===== src/rtl/fp_cvt_to_int.sv =====
// Multi-cycle SP/DP floating point to 32-bit signed/unsigned integer converter
// with RISC-V rounding modes and IEEE invalid/inexact flags; one operation in flight.
module fp_cvt_to_int #(
  parameter int unsigned DATA_WIDTH = 64
) (
  input  logic                  in_clk,
  input  logic                  in_rst,
  input  logic                  in_valid,
  output logic                  in_ready,
  input  logic [DATA_WIDTH-1:0] in_data,
  input  logic                  in_sp_dp,
  input  logic                  in_unsigned,
  input  logic [2:0]            in_rm,
  output logic                  out_valid,
  input  logic                  out_ready,
  output logic [DATA_WIDTH-1:0] out_data,
  output logic                  out_flag_nv,
  output logic                  out_flag_nx
);

  localparam int unsigned SIG_W = 53;
  localparam int unsigned EXP_W = 13;
  localparam int unsigned MAG_W = 33;
  localparam int unsigned RES_W = 32;
  localparam int unsigned SHF_W = 87;
  localparam int unsigned AMT_W = 6;

  localparam logic [1:0] IDLE  = 2'd0;
  localparam logic [1:0] SHIFT = 2'd1;
  localparam logic [1:0] ROUND = 2'd2;
  localparam logic [1:0] DONE  = 2'd3;

  localparam logic [2:0] RM_RNE = 3'd0;
  localparam logic [2:0] RM_RTZ = 3'd1;
  localparam logic [2:0] RM_RDN = 3'd2;
  localparam logic [2:0] RM_RUP = 3'd3;
  localparam logic [2:0] RM_RMM = 3'd4;

  localparam logic signed [EXP_W-1:0] E_OVF      = EXP_W'(32);
  localparam logic signed [EXP_W-1:0] E_MIN_INT  = EXP_W'(-1);
  localparam logic signed [EXP_W-1:0] E_SHF_BASE = EXP_W'(31);

  localparam logic [RES_W-1:0] S_MAX = 32'h7FFF_FFFF;
  localparam logic [RES_W-1:0] S_MIN = 32'h8000_0000;
  localparam logic [RES_W-1:0] U_MAX = 32'hFFFF_FFFF;
  localparam logic [RES_W-1:0] U_MIN = 32'h0000_0000;
  localparam logic [MAG_W-1:0] S_POS_LIM = 33'h0_7FFF_FFFF;
  localparam logic [MAG_W-1:0] S_NEG_LIM = 33'h0_8000_0000;

  typedef struct packed {
    logic             sign;
    logic             nan;
    logic             inf;
    logic [EXP_W-1:0] exp;
    logic [SIG_W-1:0] sig;
    logic             uns;
    logic [2:0]       rm;
  } op_t;

  logic [1:0] state_q, state_d;
  logic       load_op, load_shf, load_res, out_valid_d;

  op_t              op_in, op_q;
  logic [7:0]       sp_exp;
  logic [22:0]      sp_frac;
  logic [10:0]      dp_exp;
  logic [51:0]      dp_frac;

  logic signed [EXP_W-1:0] e_s;
  logic                    ovf_c, tiny_c;
  logic [AMT_W-1:0]        amt_c;
  logic [SHF_W-1:0]        shf_c;
  logic [MAG_W-1:0]        mag_c, mag_q;
  logic                    guard_c, sticky_c, guard_q, sticky_q, ovf_q;

  logic             inc_c;
  logic [MAG_W-1:0] mag_r_c;
  logic [RES_W-1:0] neg_r_c, res_c;
  logic             nv_c, nx_c;

  assign sp_exp  = in_data[30:23];
  assign sp_frac = in_data[22:0];
  assign dp_exp  = in_data[62:52];
  assign dp_frac = in_data[51:0];

  // Unpack the operand into sign, unbiased exponent and left-aligned significand
  always_comb begin
    op_in      = '0;
    op_in.uns  = in_unsigned;
    op_in.rm   = in_rm;
    if (in_sp_dp) begin
      op_in.sign = in_data[63];
      op_in.nan  = (&dp_exp) & (|dp_frac);
      op_in.inf  = (&dp_exp) & ~(|dp_frac);
      op_in.sig  = {|dp_exp, dp_frac};
      op_in.exp  = (dp_exp == '0) ? EXP_W'(-1022) : EXP_W'(dp_exp) - EXP_W'(1023);
    end else begin
      op_in.sign = in_data[31];
      op_in.nan  = (&sp_exp) & (|sp_frac);
      op_in.inf  = (&sp_exp) & ~(|sp_frac);
      op_in.sig  = {|sp_exp, sp_frac, 29'b0};
      op_in.exp  = (sp_exp == '0) ? EXP_W'(-126) : EXP_W'(sp_exp) - EXP_W'(127);
    end
  end

  // Alignment: base holds sig pre-shifted by 21, so the remaining shift is 31 - e
  assign e_s    = $signed(op_q.exp);
  assign ovf_c  = op_q.nan | op_q.inf | (e_s >= E_OVF);
  assign tiny_c = (e_s < E_MIN_INT);
  assign amt_c  = AMT_W'(E_SHF_BASE - e_s);
  assign shf_c  = {1'b0, op_q.sig, 33'b0} >> amt_c;

  always_comb begin
    mag_c    = shf_c[SHF_W-1:54];
    guard_c  = shf_c[53];
    sticky_c = |shf_c[52:0];
    if (ovf_c) begin
      mag_c    = '0;
      guard_c  = 1'b0;
      sticky_c = 1'b0;
    end else if (tiny_c) begin
      mag_c    = '0;
      guard_c  = 1'b0;
      sticky_c = |op_q.sig;
    end
  end

  always_comb begin
    inc_c = 1'b0;
    case (op_q.rm)
      RM_RNE:  inc_c = guard_q & (mag_q[0] | sticky_q);
      RM_RTZ:  inc_c = 1'b0;
      RM_RDN:  inc_c = op_q.sign & (guard_q | sticky_q);
      RM_RUP:  inc_c = ~op_q.sign & (guard_q | sticky_q);
      RM_RMM:  inc_c = guard_q;
      default: inc_c = 1'b0;
    endcase
  end

  assign mag_r_c = mag_q + MAG_W'(inc_c);
  assign neg_r_c = RES_W'(0) - mag_r_c[RES_W-1:0];

  // Range check; an invalid result never reports inexact
  always_comb begin
    res_c = op_q.sign ? neg_r_c : mag_r_c[RES_W-1:0];
    nv_c  = 1'b0;
    nx_c  = guard_q | sticky_q;
    if (ovf_q) begin
      nv_c = 1'b1;
      if (op_q.nan | ~op_q.sign) begin
        res_c = op_q.uns ? U_MAX : S_MAX;
      end else begin
        res_c = op_q.uns ? U_MIN : S_MIN;
      end
    end else if (op_q.uns) begin
      if (~op_q.sign & mag_r_c[RES_W]) begin
        nv_c  = 1'b1;
        res_c = U_MAX;
      end else if (op_q.sign & (mag_r_c != '0)) begin
        nv_c  = 1'b1;
        res_c = U_MIN;
      end
    end else begin
      if (~op_q.sign & (mag_r_c > S_POS_LIM)) begin
        nv_c  = 1'b1;
        res_c = S_MAX;
      end else if (op_q.sign & (mag_r_c > S_NEG_LIM)) begin
        nv_c  = 1'b1;
        res_c = S_MIN;
      end
    end
    if (nv_c) nx_c = 1'b0;
  end

  assign in_ready = (state_q == IDLE);

  always_comb begin
    state_d     = state_q;
    load_op     = 1'b0;
    load_shf    = 1'b0;
    load_res    = 1'b0;
    out_valid_d = out_valid;
    case (state_q)
      IDLE: begin
        if (in_valid) begin
          load_op = 1'b1;
          state_d = SHIFT;
        end
      end
      SHIFT: begin
        load_shf = 1'b1;
        state_d  = ROUND;
      end
      ROUND: begin
        load_res    = 1'b1;
        out_valid_d = 1'b1;
        state_d     = DONE;
      end
      DONE: begin
        if (out_ready) begin
          out_valid_d = 1'b0;
          state_d     = IDLE;
        end
      end
      default: begin
        out_valid_d = 1'b0;
        state_d     = IDLE;
      end
    endcase
  end

  always_ff @(posedge in_clk or posedge in_rst) begin
    if (in_rst) begin
      state_q   <= IDLE;
      out_valid <= 1'b0;
    end else begin
      state_q   <= state_d;
      out_valid <= out_valid_d;
    end
  end

  // Operand, alignment and result registers
  always_ff @(posedge in_clk or posedge in_rst) begin
    if (in_rst) begin
      op_q        <= '0;
      mag_q       <= '0;
      guard_q     <= 1'b0;
      sticky_q    <= 1'b0;
      ovf_q       <= 1'b0;
      out_data    <= '0;
      out_flag_nv <= 1'b0;
      out_flag_nx <= 1'b0;
    end else begin
      if (load_op) op_q <= op_in;
      if (load_shf) begin
        mag_q    <= mag_c;
        guard_q  <= guard_c;
        sticky_q <= sticky_c;
        ovf_q    <= ovf_c;
      end
      if (load_res) begin
        out_data    <= {{(DATA_WIDTH-RES_W){res_c[RES_W-1]}}, res_c};
        out_flag_nv <= nv_c;
        out_flag_nx <= nx_c;
      end
    end
  end

endmodule


===== config.mk =====
export PLATFORM = sky130hd
export DESIGN_NAME = fp_cvt_to_int
export DESIGN_NICKNAME = d
export VERILOG_FILES = /design/src/rtl/fp_cvt_to_int.sv
export SDC_FILE = /design/constraint.sdc
export NUM_CORES = 1
export LEC_CHECK = 0
export BUFFER_PORTS_ARGS = -buffer_cell sky130_fd_sc_hd__buf_2
export CAP_MARGIN = 20
export CELL_PAD_IN_SITES_DETAIL_PLACEMENT = 0
export CELL_PAD_IN_SITES_GLOBAL_PLACEMENT = 2
export CORE_MARGIN = 5
export CORE_UTILIZATION = 36
export CTS_CLUSTER_DIAMETER = 150
export DETAILED_ROUTE_END_ITERATION = 6
export HOLD_SLACK_MARGIN = 0.06
export PLACE_DENSITY_LB_ADDON = 0.25
export REMOVE_ABC_BUFFERS = 1
export SLEW_MARGIN = 5
export SYNTH_ARGS = -nofsm -noshare
export SYNTH_HDL_FRONTEND = slang
export SYNTH_SLANG_ARGS = --single-unit

===== constraint.sdc =====
create_clock -name in_clk -period 6.1 [get_ports in_clk]
set_input_delay 1.22 -clock in_clk [delete_from_list [all_inputs] [get_ports in_clk]]
set_output_delay 1.22 -clock in_clk [all_outputs]
set_load 0.05 [all_outputs]

# Yosys cells after proc, flatten, opt, wreduce, memory -nomap -nowiden
# Index checks and enable logic that the tools add are counted.
# totals
regBits	146
wordCells	105
out_inout_bits	68
# op_classes
bitwise_logic	19
n_eq_ne	8
add_sub_neg	5
n_mux	36
n_reduce_logical	16
order_cmp	4
shifts	1
# op_table
op	count
32-bit 2-to-1 mux	10
53-bit OR reduction	2
86-bit by 6-bit >> shifter with 87-bit output	1
69-bit 2-to-1 mux	1
33-bit 2-to-1 mux	2
52-bit OR reduction	1
33-bit by 1-bit adder with 33-bit output	1
33-bit by 31-bit greater-than comparator with 1-bit output (second input constant)	1
33-bit by 32-bit greater-than comparator with 1-bit output (second input constant)	1
33-bit nonzero test	1
1-bit by 32-bit subtractor with 32-bit output (first input constant)	1
13-bit 2-to-1 mux	2
23-bit OR reduction	1
1-bit 2-to-1 mux	16
13-bit by 7-bit greater-or-equal comparator with 1-bit output (second input constant)	1
13-bit by 1-bit < comparator with 1-bit output (second input constant)	1
11-bit by 10-bit subtractor with 12-bit output (second input constant)	1
1-bit AND	11
11-bit zero test	1
11-bit AND reduction	1
11-bit OR reduction	1
8-bit by 7-bit subtractor with 9-bit output (second input constant)	1
8-bit zero test	1
2-bit one-hot mux with 4 select lines	1
17 further kinds	28

# Depth between registers and ports, before layout
# logic_depth
word_depth	11
ltp_mapped	18
mapped_depth_nobuf	16

# Least setup slack after synthesis
# Ideal clock, no wire load.
# synth_path
path_kind	register to register
startpoint	register op_q[72] in the netlist's numbering
endpoint	register out_data[29]
path_stages_with_launch	18
setup_slack_ps	1647
period_less_slack_ps	4453
arrival_ps	4327
cell_sequence	dfrtp_1 -> clkbuf_1 -> clkinv_1 -> mux2_2 -> o32a_1 -> nor2_1 -> ha_1 -> ha_1 -> buf_4 -> nand4_4 -> nor4_1 -> xnor2_1 -> o311ai_1 -> or4_4 -> o31a_4 -> o21a_1 -> o21ai_1 -> a21oi_1
# synth_via
elab_chain_cells	10
word_cells_on_any_way	22
cone_classes	2 x add/sub; 2 x order compare; 9 x mux; 8 x bitwise; 1 x reduce/logical
# synth_lines
element	line_no	rtl
start: declaration	63	op_t op_in, op_q;
start signal: assignment	234	if (load_op) op_q <= op_in;
1-bit NOT	n/a	
1-bit AND	134	RM_RUP: inc_c = ~op_q.sign & (guard_q | sticky_q);
1-bit one-hot mux with 4 select lines	130	case (op_q.rm)
33-bit by 1-bit adder with 33-bit output	140	assign mag_r_c = mag_q + MAG_W'(inc_c);
1-bit by 32-bit subtractor with 32-bit output (tied with other cells)	141	assign neg_r_c = RES_W'(0) - mag_r_c[RES_W-1:0];
32-bit 2-to-1 mux (tied with other cells)	145	res_c = op_q.sign ? neg_r_c : mag_r_c[RES_W-1:0];
32-bit 2-to-1 mux (on tied branches)	167, 159	
32-bit 2-to-1 mux (on tied branches)	164, 156	
32-bit 2-to-1 mux	155	end else if (op_q.uns) begin
32-bit 2-to-1 mux (*)	148	if (ovf_q) begin
end signal: assignment	242	out_data <= {{(DATA_WIDTH-RES_W){res_c[RES_W-1]}}, res_c};
end: declaration	16	output logic [DATA_WIDTH-1:0] out_data,
# Every way passes the cells marked *; elsewhere a longest branch is shown, timed or not.
# A chain may end at the register's enable or synchronous reset.

# Worst setup path after layout
# layout_path
startpoint	register op_q[72] in the netlist's numbering
endpoint	register out_data[25]
# Same word-level chain as after synthesis.

==> flow_summary.toml <==
[logic_synthesis]
synth_flop_cell = "sky130_fd_sc_hd__dfrtp_1"
synth.mux.area_fraction_pct = 13.54
yosys.area_share.adder_pct = 1.274
synth_enable_flop_cells = 0
synth_xor_xnor_area_share_pct = 5.202
main_combinational_cell_family_by_area_after_synthesis = "simple AND/OR/NAND/NOR gates"
synth-compound-area-share_pct = 18.55
post_synth.cell_area_avg_sq_um = 8.231
netlist_instances = 1432
yosysSeqAreaShare_pct = 30.57
synthSimpleGateAreaFrac_pct = 23.16
syn-cell-area_sq_mm = 0.01179
fraction_of_synthesis_flops_using_an_asynchronous_set_or_reset_pin_pct = 100.0
yosysWarningCount = 0
synth.ff_latch_count = 144
post_synth_num_cell_types = 86

[routing]
drt_pass1_iterations = 5
initialDrtViolationCount = 666
routed_wire_length_per_instance_um = 19.82
via_count = 10680
drcViolationCount = 0
route.detailed.vias_per_inst = 5.511
total_wirelength_of_the_detailed_routed_design_mm = 38.41
drt.antenna.violating_nets = 0

[pwr]
p_leak_nw = 5.494
vdd_drop_max_v = 0.0003944
power.clock.fraction_pct = 12.0
power.internal_mw = 3.821
power.share.sequential_pct = 22.3
net-switching-power_mw = 4.562
power.combinational.fraction_pct = 65.7
p_per_area_mw_per_mm2 = 642.6
netSwitchingFraction_pct = 54.42
sum_of_internal_switching_and_leakage_power_mw = 8.383

[die]
design.portCount = 141
dieArea_sq_mm = 0.03646
floorplan.initialDensity_pct = 36.32
row_count = 66
die-height_um = 190.9
core_area_sq_mm = 0.03245
die_width_um = 190.9

[timing]
totalNegativeSetupSlack_ns = 0
worstMarginPinSlew_ns = 1.025
clock.fmax_mhz = 192.0
min_period_over_period_pct = 85.39
report.final.slew_viol_count = 0
report.final.hold_viol_count = 0
fin_skew_ns = 0.01234
timing.max_slew.rel_slack_pct = 31.69
unrepaired_setup_endpoints_after_global_routing = "false"
report.final.setup_viol = 0
period_minus_slack_ns = 5.209

[global_route]
maximum_number_of_pins_on_one_net_before_global_route_repair = 94
grt_pass1_wl_mm = 60.75
antenna_found_initial = 0
grt_use_total_pct = 20.88
grt_overflow_total = 0
first_global_vias = 10581

[cells_and_area]
antenna_cells_inserted = 0
design_area_sq_mm = 0.01305
multiInputGateArea_sq_mm = 0.007278
final-seq-area_sq_mm = 0.003606
area_growth_syn_to_layout_pct = 10.69
num-fill-cells = 3425
post_route_cells_drive_above_1_share_pct = 19.05
finalNetCount = 1568
final-instance-count-excl-fill = 1938

[critical_path]
critical_path.max_fanout = 21
worstPathRequired_ns = 6.45
timing.reg2reg.worst_path_depth = 15
reg2reg_setup_slack_ns = 0.89
worstSetupStartpointType = "register"
worst-endpoint-arrival_ns = 5.56
endpoint_kind_of_the_worst_setup_timing_path = "register"
cp_class = "register to register"

[job]
cap_violations = 0

[run_status]
status = "finished clean"

[clock_network]
clock_tree.buffer_depth = 2
insertion_delay_ns = 0.44
ctsHtreeMaxLevel = 4
cts_buffers = 17
root_buffer = "sky130_fd_sc_hd__clkbuf_16"
post_cts.repair.setup_buffers = 0
cts_hold_buffers = 0
cts_tree = "yes"
clkTransAtPathRegs_ns = 0.07
post_cts.resized_instances = 0
cts_num_sinks = 144

[placed_design]
dp.final_hpwl_mm = 29.32
gp_congestion = 0.8684
port-buffer-count = 140
placed_cells = 1905
dpl_cell_area_sq_mm = 0.01249

[hold_path]
worst_hold_path.num_cells = 2
hold_removal_path_class = "register to register"
## stage by stage
step | utilization (%) | setup slack [ns] | hold slack (ns)
final | 40.20 | 0.8913 | 0.4904
after global routing | 40.20 | 0.5681 | 0.5400
after CTS | 40.18 | 0.9272 | 0.5002
after detailed placement | 38.49 | 0.9323 | 0.4846
after global placement | 38.49 | 1.046 | 0.4975
after floorplan | - | -5.248 | 0.4444
## synth_stat cells, types with 13 or more instances
| cell type | n | share of area (%) |
|---|---|---|
| sky130_fd_sc_hd__mux2i_1 | 84 | 7.1 |
| sky130_fd_sc_hd__buf_4 | 37 | 2.4 |
| sky130_fd_sc_hd__clkbuf_1 | 58 | 1.8 |
| sky130_fd_sc_hd__o22ai_1 | 38 | 2.0 |
| sky130_fd_sc_hd__xnor2_1 | 57 | 4.2 |
| sky130_fd_sc_hd__nand4_1 | 32 | 1.7 |
| sky130_fd_sc_hd__dfrtp_1 | 144 | 31 |
| sky130_fd_sc_hd__nor3_1 | 27 | 1.1 |
| sky130_fd_sc_hd__buf_2 | 18 | 0.76 |
| sky130_fd_sc_hd__xor2_1 | 13 | 0.97 |
| sky130_fd_sc_hd__nand2_1 | 197 | 6.3 |
| sky130_fd_sc_hd__nor4_1 | 36 | 1.9 |
| sky130_fd_sc_hd__and3_1 | 15 | 0.80 |
| sky130_fd_sc_hd__inv_1 | 56 | 1.8 |
| sky130_fd_sc_hd__nor2_1 | 80 | 2.5 |
| sky130_fd_sc_hd__o21ai_0 | 112 | 4.8 |
| sky130_fd_sc_hd__mux2_2 | 42 | 4.0 |
| sky130_fd_sc_hd__nand3_1 | 73 | 3.1 |
| sky130_fd_sc_hd__a21oi_1 | 69 | 2.9 |
## worst paths after layout
| check | endpoint | startpoint |
|---|---|---|
| max | out_data[25] | op_q[72] |
| min | op_q[70] | op_q[70] |
| max reg2reg | out_data[25] | op_q[72] |
| min reg2reg | op_q[70] | op_q[70] |
| max in group asynchronous | op_q[34] | in_rst |
| min in group asynchronous | op_q[54] | in_rst |
## cells in the final DEF (no fill, tap or decap), types with 27 or more instances in the layout
cell | Yosys | final
sky130_fd_sc_hd__o21ai_0 | 112 | 112
sky130_fd_sc_hd__nand3_1 | 73 | 73
sky130_fd_sc_hd__mux2i_1 | 84 | 84
sky130_fd_sc_hd__o22ai_1 | 38 | 38
sky130_fd_sc_hd__nor4_1 | 36 | 36
sky130_fd_sc_hd__xnor2_1 | 57 | 57
sky130_fd_sc_hd__mux2_2 | 42 | 42
sky130_fd_sc_hd__inv_1 | 56 | 55
sky130_fd_sc_hd__buf_2 | 18 | 141
sky130_fd_sc_hd__nor3_1 | 27 | 27
sky130_fd_sc_hd__nor2_1 | 80 | 80
sky130_fd_sc_hd__nand4_1 | 32 | 32
sky130_fd_sc_hd__a21oi_1 | 69 | 69
sky130_fd_sc_hd__dfrtp_1 | 144 | 142
sky130_fd_sc_hd__nand2_1 | 197 | 196
## cell families (layout without fill, tap and decap cells)
| family | count (synthesis) | in the layout |
|---|---|---|
| flops | 144 | 144 |
| mux | 139 | 139 |
| simple gates | 537 | 537 |
| buf+inv | 185 | 249 |
| xor+xnor | 70 | 70 |
| fa+ha+maj | 12 | 12 |
| compound gates | 345 | 345 |
## power groups by stage
stage          sequential [mW]  combinational [mW]  clock (mW)
2_1_floorplan             2.46                3.16           0
3_3_place_gp              1.88                5.49           0
3_5_place_dp              1.89                5.50           0
4_1_cts                   1.87                5.53        1.02
5_1_grt                   1.94                6.00        1.06
6_report                  1.87                5.51        1.00
## worst max-delay path, cell delays in order (launching register included)
cell	delay (ns)
sky130_fd_sc_hd__dfrtp_1	0.38
sky130_fd_sc_hd__clkinv_1	0.06
sky130_fd_sc_hd__mux2_2	0.32
sky130_fd_sc_hd__o32a_1	0.33
sky130_fd_sc_hd__nor2_1	0.30
sky130_fd_sc_hd__ha_1	0.43
sky130_fd_sc_hd__ha_1	0.48
sky130_fd_sc_hd__and4_1	0.35
sky130_fd_sc_hd__nand4_2	0.21
sky130_fd_sc_hd__or4_4	0.54
sky130_fd_sc_hd__xnor2_1	0.18
sky130_fd_sc_hd__or3_1	0.36
sky130_fd_sc_hd__o31ai_2	0.38
sky130_fd_sc_hd__a21o_2	0.40
sky130_fd_sc_hd__inv_1	0.18
sky130_fd_sc_hd__a211oi_2	0.20
## layer usage
metal | track usage (%) | wire length, um
met1 | 27.04 | 16900
met2 | 35.34 | 18650
met3 | 2.849 | 1373
met4 | 8.343 | 1480
met5 | 0 | 0
## final cells by class
type,instances,area share [%]
timing repair buffer,158,6.387
sequential,144,27.64
clock buffer,19,3.318
multi-input combinational,1103,55.79
tap,442,4.239
clock inverter,13,0.8919
inverter,59,1.736
## registers in the layout, summed over array words and instances (netlist names)
signal	cells
state_q	2
sticky_q	1
e_s	12
guard_q	1
out_data	32
out_flag_nv	1
out_flag_nx	1
op_q	60
mag_q	32
out_valid	1
ovf_q	1
Power figures use the tool's default switching activity.
